File: src/rtl/alu_arbiter_pkg.sv
`default_nettype none
// ============================================================================
//  Module   : alu_arbiter_pkg
//  Purpose  : Shared types and opcode constants for the arbitrated ALU.
//  Revision : 1.0 - initial release
// ============================================================================
package alu_arbiter_pkg;

    // Arbiter FSM: IDLE accepts a request, EXEC runs the shared datapath.
    typedef enum logic [0:0] {
        IDLE = 1'b0,
        EXEC = 1'b1
    } state_t;

    // ALU opcodes
    localparam logic [1:0] OP_ADD = 2'd0;
    localparam logic [1:0] OP_SUB = 2'd1;
    localparam logic [1:0] OP_AND = 2'd2;
    localparam logic [1:0] OP_OR  = 2'd3;

endpackage : alu_arbiter_pkg
`default_nettype wire

File: src/rtl/alu_16.sv
`default_nettype none
// ============================================================================
//  Module   : alu_16
//  Purpose  : 16-bit bit-slice ALU (add, sub, and, or) with carry-out.
//             Subtraction is a + ~b + 1, so carry-out 1 means no borrow.
//  Revision : 1.0 - initial release
// ============================================================================
module alu_16 (
    input  logic [1:0]  i_op,
    input  logic [15:0] i_a,
    input  logic [15:0] i_b,
    output logic [15:0] o_y,
    output logic        o_cout
);
    import alu_arbiter_pkg::*;

    logic        w_sub;
    logic [15:0] w_bx;
    logic [15:0] w_sum;
    logic [16:0] w_c;

    assign w_sub  = (i_op == OP_SUB);
    // Inverting b and injecting a carry-in of 1 turns the adder into a subtractor.
    assign w_c[0] = w_sub;

    // One full-adder slice per bit, rippling the carry upward.
    for (genvar i = 0; i < 16; i++) begin : g_slice
        assign w_bx[i]    = i_b[i] ^ w_sub;
        assign w_sum[i]   = i_a[i] ^ w_bx[i] ^ w_c[i];
        assign w_c[i + 1] = (i_a[i] & w_bx[i]) | (w_c[i] & (i_a[i] ^ w_bx[i]));
    end

    // Select the result for the requested operation; logic ops clear carry.
    always_comb begin
        o_y    = i_a | i_b;
        o_cout = 1'b0;
        case (i_op)
            OP_ADD, OP_SUB: begin
                o_y    = w_sum;
                o_cout = w_c[16];
            end
            OP_AND:  o_y = i_a & i_b;
            default: o_y = i_a | i_b;
        endcase
    end

endmodule : alu_16
`default_nettype wire

File: src/rtl/alu_arbiter.sv
`default_nettype none
// ============================================================================
//  Module   : alu_arbiter
//  Purpose  : Two-port arbiter sharing one alu_16 through an IDLE/EXEC FSM.
//             gnt follows the sampling edge by one cycle, done by two.
//             FAIR=1 round-robin on ties, FAIR=0 fixed priority to port 0.
//  Options  : ALU_ARBITER_ZERO_FLAG_EN adds registered output 'zero'.
//  Revision : 1.0 - initial release
// ============================================================================
module alu_arbiter #(
    parameter bit FAIR = 1'b1
) (
    input  logic        clk,
    input  logic        reset,
    input  logic        req0,
    input  logic        req1,
    input  logic [1:0]  op0,
    input  logic [1:0]  op1,
    input  logic [15:0] a0,
    input  logic [15:0] b0,
    input  logic [15:0] a1,
    input  logic [15:0] b1,
    output logic        gnt0,
    output logic        gnt1,
    output logic        done0,
    output logic        done1,
    output logic [15:0] result,
    output logic        c_out
`ifdef ALU_ARBITER_ZERO_FLAG_EN
    ,
    output logic        zero
`endif
);
    import alu_arbiter_pkg::*;

    state_t      r_state;
    state_t      w_state_next;
    logic        w_take;          // accept a request this edge
    logic        w_pick;          // winning port: 0 or 1
    logic        w_finish;        // capture ALU output this edge
    logic        r_last_winner;   // port granted most recently
    logic        r_owner;         // port whose operation is in flight
    logic [1:0]  r_op;
    logic [15:0] r_a;
    logic [15:0] r_b;
    logic        r_gnt0;
    logic        r_gnt1;
    logic        r_done0;
    logic        r_done1;
    logic [15:0] r_result;
    logic        r_c_out;
    logic [15:0] w_alu_y;
    logic        w_alu_c;

    alu_16 u_alu (
        .i_op   (r_op),
        .i_a    (r_a),
        .i_b    (r_b),
        .o_y    (w_alu_y),
        .o_cout (w_alu_c)
    );

    // Next-state and arbitration decision.
    always_comb begin
        w_state_next = r_state;
        w_take       = 1'b0;
        w_pick       = 1'b0;
        w_finish     = 1'b0;
        case (r_state)
            IDLE: begin
                if (req0 || req1) begin
                    w_take       = 1'b1;
                    w_state_next = EXEC;
                    if (req0 && req1)
                        w_pick = FAIR ? ~r_last_winner : 1'b0;
                    else
                        w_pick = req1;
                end
            end
            EXEC: begin
                w_finish     = 1'b1;
                w_state_next = IDLE;
            end
            default: w_state_next = IDLE;
        endcase
    end

    // FSM state register.
    always_ff @(posedge clk) begin
        if (reset)
            r_state <= IDLE;
        else
            r_state <= w_state_next;
    end

    // Operand latch, strobes and registered results; reset drops any in-flight op.
    always_ff @(posedge clk) begin
        if (reset) begin
            r_gnt0        <= 1'b0;
            r_gnt1        <= 1'b0;
            r_done0       <= 1'b0;
            r_done1       <= 1'b0;
            r_result      <= 16'h0000;
            r_c_out       <= 1'b0;
            r_last_winner <= 1'b1;
            r_owner       <= 1'b0;
            r_op          <= OP_ADD;
            r_a           <= 16'h0000;
            r_b           <= 16'h0000;
        end else begin
            r_gnt0  <= w_take & ~w_pick;
            r_gnt1  <= w_take & w_pick;
            r_done0 <= w_finish & ~r_owner;
            r_done1 <= w_finish & r_owner;
            if (w_take) begin
                r_owner       <= w_pick;
                r_last_winner <= w_pick;
                r_op          <= w_pick ? op1 : op0;
                r_a           <= w_pick ? a1  : a0;
                r_b           <= w_pick ? b1  : b0;
            end
            if (w_finish) begin
                r_result <= w_alu_y;
                r_c_out  <= w_alu_c;
            end
        end
    end

`ifdef ALU_ARBITER_ZERO_FLAG_EN
    logic r_zero;

    // Zero flag captured alongside the result.
    always_ff @(posedge clk) begin
        if (reset)
            r_zero <= 1'b0;
        else if (w_finish)
            r_zero <= (w_alu_y == 16'h0000);
    end

    assign zero = r_zero;
`endif

    assign gnt0   = r_gnt0;
    assign gnt1   = r_gnt1;
    assign done0  = r_done0;
    assign done1  = r_done1;
    assign result = r_result;
    assign c_out  = r_c_out;

endmodule : alu_arbiter
`default_nettype wire

File: config.mk
export PLATFORM = sky130hd
export DESIGN_NAME = alu_arbiter
export DESIGN_NICKNAME = d
export VERILOG_FILES = /design/src/rtl/alu_arbiter_pkg.sv /design/src/rtl/alu_16.sv /design/src/rtl/alu_arbiter.sv
export SDC_FILE = /design/constraint.sdc
export NUM_CORES = 1
export LEC_CHECK = 0
export BUFFER_PORTS_ARGS = -buffer_cell sky130_fd_sc_hd__buf_2
export CAP_MARGIN = 25
export CORE_AREA = 2 2 80 82
export CTS_BUF_LIST = sky130_fd_sc_hd__clkbuf_4 sky130_fd_sc_hd__clkbuf_8
export DETAILED_ROUTE_END_ITERATION = 12
export DIE_AREA = 0 0 82 84
export PLACE_DENSITY = 0.83
export SLEW_MARGIN = 10
export SYNTH_ARGS = -nofsm -noshare
export SYNTH_HDL_FRONTEND = slang
export SYNTH_SLANG_ARGS = --single-unit
export TNS_END_PERCENT = 10
File: constraint.sdc
create_clock -name clk -period 8.5 [get_ports clk]
set_clock_uncertainty 0.1 [all_clocks]
set_input_delay 0.85 -clock clk [delete_from_list [all_inputs] [get_ports clk]]
set_output_delay 0.85 -clock clk [all_outputs]
set_load 0.02 [all_outputs]
==> results of run 1 <==
-- Yosys cell counts (2+ instances only) --
master,instances
dfxtp_1,58
a221o_1,31
nor3b_1,26
nor2_1,23
a21oi_1,18
o21ai_0,17
fa_1,15
a2bb2oi_1,13
a211oi_1,12
xnor2_1,12
nor3_1,11
buf_2,10
buf_6,10
inv_1,8
nor4_1,5
clkbuf_1,4
buf_4,3
maj3_1,3
nand2b_1,3
xor2_1,3
ha_1,2
nand2_1,2
-- state kept, by name, summed over array words and instances, names as in the netlist --
register,flops
done1,1
c_out,1
r_op,2
r_owner,1
r_last_winner,1
r_a,16
gnt0,1
r_state,1
done0,1
r_b,16
gnt1,1
result,16
-- timing repair --
item                       4_1_cts  5_1_grt
hold buffers                     0        0
resized for setup                0        1
hold endpoints to repair         0        0
setup endpoints to repair        0        1
-- critical path, stage by stage (launching register included) --
cell and delay, ns:
dfxtp_1 0.31, buf_4 0.20, clkinv_1 0.46, nand2_4 0.42, o21ai_0 0.17, fa_1 0.43
fa_1 0.45, fa_1 0.44, fa_1 0.43, fa_1 0.43, fa_1 0.42, fa_1 0.44
fa_1 0.43, fa_1 0.42, fa_1 0.39, inv_1 0.08, fa_1 0.19, fa_1 0.19
fa_1 0.16, inv_1 0.05, fa_1 0.39, fa_1 0.50, a2bb2oi_1 0.07, a211oi_1 0.27
-- worst min-delay path by stage --
stage	from	slack (ns)	endpoint	cells after the start
floorplan	r_owner$_SDFFE_PP0P_	0.31	done0$_SDFF_PP0_	1
global placement	r_owner$_SDFFE_PP0P_	0.33	done0$_SDFF_PP0_	1
detailed placement	r_owner$_SDFFE_PP0P_	0.34	done0$_SDFF_PP0_	1
CTS	r_owner$_SDFFE_PP0P_	0.35	done1$_SDFF_PP0_	2
global route	r_owner$_SDFFE_PP0P_	0.36	done1$_SDFF_PP0_	2
finish	r_owner$_SDFFE_PP0P_	0.35	done1$_SDFF_PP0_	2
-- area by class of cell --
cell class,instances,area [µm²],share of cell area [%]
Sequential cell,58,1161,30.90
Timing Repair Buffer,99,524.3,13.95
Tap cell,77,96.34,2.564
Clock buffer,13,178.9,4.762
Inverter,9,33.78,0.8991
Multi-Input combinational cell,208,1694,45.09
Clock inverter,3,68.82,1.832
-- routing by layer --
layer	global-route usage (%)	vias to the layer above	part of all wire (%)
met5	0	-	0
met3	6.169	11	7.7
met4	9.091	0	2.1
met1	30.31	1260	44
met2	31.49	92	46
li1	-	1297	-
-- per-stage QoR --
stage | power (mW) | hold WS, ns
global placement | 0.4883 | 0.3279
global route | 0.8355 | 0.3624
finish | 0.7946 | 0.3532
floorplan | 0.4475 | 0.3139
CTS | 0.8016 | 0.3517
detailed placement | 0.4968 | 0.3373
-- where the power goes --
group          leakage, nW  switching [mW]  internal, mW
Clock                0.126           0.106         0.198
Combinational        0.959          0.0915        0.0802
Sequential           0.479          0.0220         0.297
-- cells by family (layout without fill, tap and decap cells) --
logic type | Yosys count | count (layout)
xor+xnor | 15 | 15
flops | 58 | 58
fa+ha+maj | 20 | 20
simple gates | 76 | 76
buf+inv | 37 | 124
compound gates | 97 | 97
-- layout by cell type (no fill, tap or decap), types with 2 or more instances in the layout --
cell       instances
a211oi_1          12
a21oi_1           18
a221o_1           31
a2bb2oi_1         13
buf_2             92
buf_4              5
bufinv_16          2
clkbuf_8          13
dfxtp_1           58
fa_1              15
ha_1               2
inv_1              8
maj3_1             3
nand2_1            2
nand2b_1           3
nor2_1            23
nor3_1            11
nor3b_1           26
nor4_1             5
o21ai_0           17
xnor2_1           12
xor2_1             3
==> summary.md, run 1 <==
| Metric | Value |
|---|---|
| Cell Area, Placed | 0.003505 mm² |
| Placed Instances | 451 |
| DRT antenna net count | 0 |
| CP Launch Type | register |
| Critical Path RT | 8.64 ns |
| Setup violations, final | 0 |
| Vias in the first global route | 2,472 |
| Final max-slew violation count | 0 |
| Die width | 82 µm |
| Largest net degree at the start of global routing | 58 |
| Post-CTS setup buffers | 0 |
| Setup crit start | r_op[1]$_SDFFE_PP0P_ |
| Clock Sinks | 58 |
| Layout overhead on the synthesized area | 21.63% |
| Simple-gate area share of the yosys netlist | 14.90% |
| Pre-CTS WS | 0.4836 ns |
| Worst-path fanout max | 20 |
| Num CTS Buffers | 9 |
| Post-Synthesis Cells | 303 |
| Post-synth top area share | 37.59% |
| Compound-gate portion of the synthesized area | 24.02% |
| Die area | 0.006888 mm² |
| ANT cells | 0 |
| DR WL/cell | 15.22 µm |
| Via/cell ratio | 5.696 |
| Final Non-Filler Cells | 467 |
| Pwr dens | 211.5 mW/mm² |
| Share of post-route cells with drive strength above 1 | 31.03% |
| Final Util | 61.64% |
| Top cells by area, synth | dfxtp_1 38%, a221o_1 10%, fa_1 9.7% |
| Die Y | 84 µm |
| Initial antenna violation count | 0 |
| Largest family of logic cells by synthesized area | compound AO/OA/AOI/OAI gates |
| Crit path to | result[15]$_SDFFE_PP0P_ |
| Hpwl dp | 5.361 mm |
| Maxcap violations | 0 |
| FF-to-FF End | result[15]$_SDFFE_PP0P_ |
| FF+latch count, synth | 58 |
| Adder-cell area share of the yosys netlist | 11.50% |
| Synthesis warning total | 0 |
| Outcome | complete, no violations |
| Maximum VDD drop | 0.1220 mV |
| Hold Path Class | register to register |
| Num ports | 93 |
| Unrepaired setup endpoints after global routing | no |
| CTS clk-pin slew, worst paths | 0.07 ns |
| Starting Density | 50.68% |
| Net total in the final layout | 474 |
| Clock Latency Late Sink | 0.33 ns |
| Post-Syn Area per Cell | 10.20 µm² |
| Post-synth EDFFs | 0 |
| Post-synth top flop | dfxtp_1 |
| Mux cell area share after synthesis | 0% |
| Asr flop ratio synth | 0% |
| H-Tree Depth | 3 |
| Drt total wl | 7.109 mm |
| GRT overflow | 0 |
| Port bufs | 92 |
| Iter 0 DRT Violations | 156 |
| Critical path arrival | 8.08 ns |
| Cell variety after synth | 36 |
| Core area | 0.006096 mm² |
| R2r setup slk | 0.56 ns |
| Setup TNS | 0 ns |
| Crit Path Category | register to register |
| CTS root buf | clkbuf_8 |
| Design area | 0.003757 mm² |
| GP Congestion | 0.8396 |
| Reg2Reg Depth | 23 |
| Final hold vios | 0 |
| Highest Clock Rate | 0.1259 GHz |
| Leakage power total | 1.563 nW |
| Fillcell total | 532 |
| Post-Synth XOR/XNOR Area | 4.253% |
| DR pass1 iterations | 4 |
| Slew headroom | 46.21% |
| DRC | 0 |
| Worst-margin pin slew | 0.8042 ns |
| TritonCTS clock tree | yes |
| Area of the mapped netlist | 0.003089 mm² |
| Max clock buf depth | 2 |
| Fraction of the cycle the final worst path needs | 93.47% |
| Post-synth net total | 392 |
| DR vias | 2,660 |
| Final worst slack | 0.5554 ns |
| All-layer global routing usage | 21.78% |
| Reg2Reg Launch Point | r_op[1]$_SDFFE_PP0P_ |
| Crit. End Element | register |
| Minimum clock period | 7.945 ns |
| Sequential share of the synthesized area | 37.59% |
| Synth area leader | dfxtp_1 |
| Rows | 29 |
| Global-route wire length before repair | 11.55 mm |
(Power assumes the default switching activity.)
==> run 2, diff against run 1 <==
--- a/config.mk
+++ b/config.mk
@@ -5,12 +5,13 @@
 export SDC_FILE = /design/constraint.sdc
 export NUM_CORES = 1
 export LEC_CHECK = 0
+export ABC_AREA = 1
 export BUFFER_PORTS_ARGS = -buffer_cell sky130_fd_sc_hd__buf_2
 export CAP_MARGIN = 25
-export CORE_AREA = 2 2 80 82
+export CORE_AREA = 2 2 82 84
 export CTS_BUF_LIST = sky130_fd_sc_hd__clkbuf_4 sky130_fd_sc_hd__clkbuf_8
 export DETAILED_ROUTE_END_ITERATION = 12
-export DIE_AREA = 0 0 82 84
+export DIE_AREA = 0 0 84 86
 export PLACE_DENSITY = 0.83
 export SLEW_MARGIN = 10
 export SYNTH_ARGS = -nofsm -noshare
==> summary.md, run 2 <==
| Metric | Value |
|---|---|
| CTS clk-pin slew, worst paths | 0.06 ns |
| Maximum VDD drop | 0.1409 mV |
| Max clock buf depth | 2 |
| Final hold vios | 0 |
| Setup crit start | r_op[1]$_SDFFE_PP0P_ |
| Die width | 84 µm |
| ANT cells | 0 |
| Global-route wire length before repair | 14.04 mm |
| All-layer global routing usage | 24.06% |
| Worst-path fanout max | 16 |
| Area of the mapped netlist | 0.003323 mm² |
| Rows | 29 |
| Initial antenna violation count | 0 |
| Outcome | complete, no violations |
| FF+latch count, synth | 58 |
| Starting Density | 52.94% |
| Hold buffer count at CTS | 0 |
| Final max-slew violation count | 0 |
| Fillcell total | 585 |
| Crit. End Element | register |
| DRC | 0 |
| Post-Synthesis Cells | 481 |
| Drt total wl | 8.392 mm |
| Post-synth EDFFs | 0 |
| GP Congestion | 0.8837 |
| Slew headroom | 37.59% |
| Setup TNS | 0 ns |
| Highest Clock Rate | 0.1346 GHz |
| Hpwl dp | 5.927 mm |
| Top cells by area, synth | dfxtp_1 35%, nand2_1 22%, fa_1 9.0% |
| Worst Hold Launch | r_owner$_SDFFE_PP0P_ |
| TritonCTS clock tree | yes |
| Most common cell after layout, fill and taps aside | nand2_1 |
| Pwr dens | 195.9 mW/mm² |
| Synthesis warning total | 0 |
| Die Y | 86 µm |
| DR pass1 iterations | 5 |
| Fraction of the cycle the final worst path needs | 87.40% |
| Share of post-route cells with drive strength above 1 | 21.10% |
| Post-synth top flop | dfxtp_1 |
| Hold Path Class | register to register |
| Most common library cells after synthesis | 196 x nand2_1, 58 x dfxtp_1, 46 x a21oi_1 |
| Synth area leader | dfxtp_1 |
| Setup violations, final | 0 |
| H-Tree Depth | 3 |
| Reg2Reg Launch Point | r_op[1]$_SDFFE_PP0P_ |
| Die area | 0.007224 mm² |
| Asr flop ratio synth | 0% |
| Minimum clock period | 7.429 ns |
| CTS root buf | clkbuf_8 |
| Post-Syn Area per Cell | 6.909 µm² |
| GRT overflow | 0 |
| Worst-margin pin slew | 0.9326 ns |
| DR WL/cell | 13.09 µm |
| Num CTS Buffers | 9 |
| Cell Area, Placed | 0.003745 mm² |
| Layout overhead on the synthesized area | 18.94% |
| Unrepaired setup endpoints after global routing | no |
| Largest net degree at the start of global routing | 38 |
| Clock Sinks | 58 |
| Num ports | 93 |
| Critical Path RT | 8.62 ns |
| Via/cell ratio | 5.119 |
| Net total in the final layout | 649 |
| Post-synth net total | 570 |
| Post-cts gate resize count | 0 |
| Leakage power total | 2.033 nW |
| Post-CTS setup buffers | 0 |
| Post-synth top area share | 34.94% |
| Cell variety after synth | 22 |
| Design area | 0.003953 mm² |
| Sequential share of the synthesized area | 34.94% |
| Port bufs | 92 |
| CP Launch Type | register |
| Crit Path Category | register to register |
| Clock Latency Late Sink | 0.34 ns |
| Maxcap violations | 0 |
| DR vias | 3,281 |
| Critical path arrival | 7.55 ns |
| Iter 0 DRT Violations | 184 |
| Vias in the first global route | 3,143 |
| Core area | 0.006277 mm² |
| Commonest non-fill, non-tap cells in the layout | 196 x nand2_1, 92 x buf_2, 58 x dfxtp_1 |
| Count leader, synth | nand2_1 |
| DRT antenna net count | 0 |
==> run 2: power by group <==
part           switching [mW]  internal [mW]  total, mW  leakage, nW
Sequential             0.0220          0.299      0.321        0.480
Clock                   0.106          0.161      0.267        0.109
Combinational           0.115         0.0704      0.186         1.44
Total                   0.244          0.530      0.774         2.03
==> run 2: routing by layer <==
metal | part of all wire (%) | up-vias | GRT usage, %
met5 | 0 | - | 0
met2 | 49 | 111 | 42.18
met1 | 43 | 1487 | 29.34
met4 | 1.9 | 0 | 7.038
li1 | - | 1664 | -
met3 | 5.9 | 19 | 6.160
==> run 2: final cells by class <==
| class | count | area (µm²) | area share [%] |
|---|---|---|---|
| multi-input combinational | 358 | 1863 | 47.14 |
| timing repair buffer | 94 | 475.5 | 12.03 |
| clock inverter | 2 | 35.03 | 0.8864 |
| sequential | 58 | 1161 | 29.38 |
| clock buffer | 13 | 172.7 | 4.368 |
| inverter | 39 | 148.9 | 3.767 |
| tap | 77 | 96.34 | 2.437 |
==> run 2: kinds of logic (layout without fill, tap and decap cells) <==
kind of cell	count (synthesis)	after routing	share of synthesized area (%)
AO/OA/AOI/OAI	81	81	12.58
XOR/XNOR	15	15	3.953
adder cells (fa/ha/maj)	17	17	9.789
buffers and inverters	65	148	8.999
flip-flops	58	58	34.94
AND/OR/NAND/NOR	245	245	29.74
==> run 2: worst paths after layout <==
check | to | slack [ns] | cells past startpoint
min | done1$_SDFF_PP0_ | 0.35 | 2
max | result[15]$_SDFFE_PP0P_ | 1.07 | 22
min reg2reg | done1$_SDFF_PP0_ | 0.35 | 2
max reg2reg | result[15]$_SDFFE_PP0P_ | 1.07 | 22
==> run 2: per-stage QoR <==
stage | hold slack (ns) | utilization [%] | setup slack, ns | std cells | power, mW
after detailed placement | 0.3399 | 59.66 | 1.054 | 626 | 0.5114
after global placement | 0.3300 | 59.66 | 1.243 | 626 | 0.5087
after global routing | 0.3797 | 62.97 | 0.6545 | 641 | 0.8180
after CTS | 0.3482 | 62.97 | 1.028 | 641 | 0.7780
after floorplan | 0.3121 | - | 1.540 | 481 | 0.4574
final | 0.3475 | 62.97 | 1.071 | 641 | 0.7741
==> run 2: worst max-delay path: stages (launching register included) <==
cell and delay, ns:
dfxtp_1 0.42, inv_1 0.09, nand2_2 0.36, o21ai_0 0.20
fa_1 0.46, fa_1 0.43, fa_1 0.44, fa_1 0.43
fa_1 0.43, fa_1 0.42, fa_1 0.45, fa_1 0.43
fa_1 0.45, fa_1 0.41, inv_1 0.09, fa_1 0.19
fa_1 0.20, fa_1 0.17, inv_1 0.05, fa_1 0.38
fa_1 0.43, a21oi_1 0.16, a21oi_1 0.09
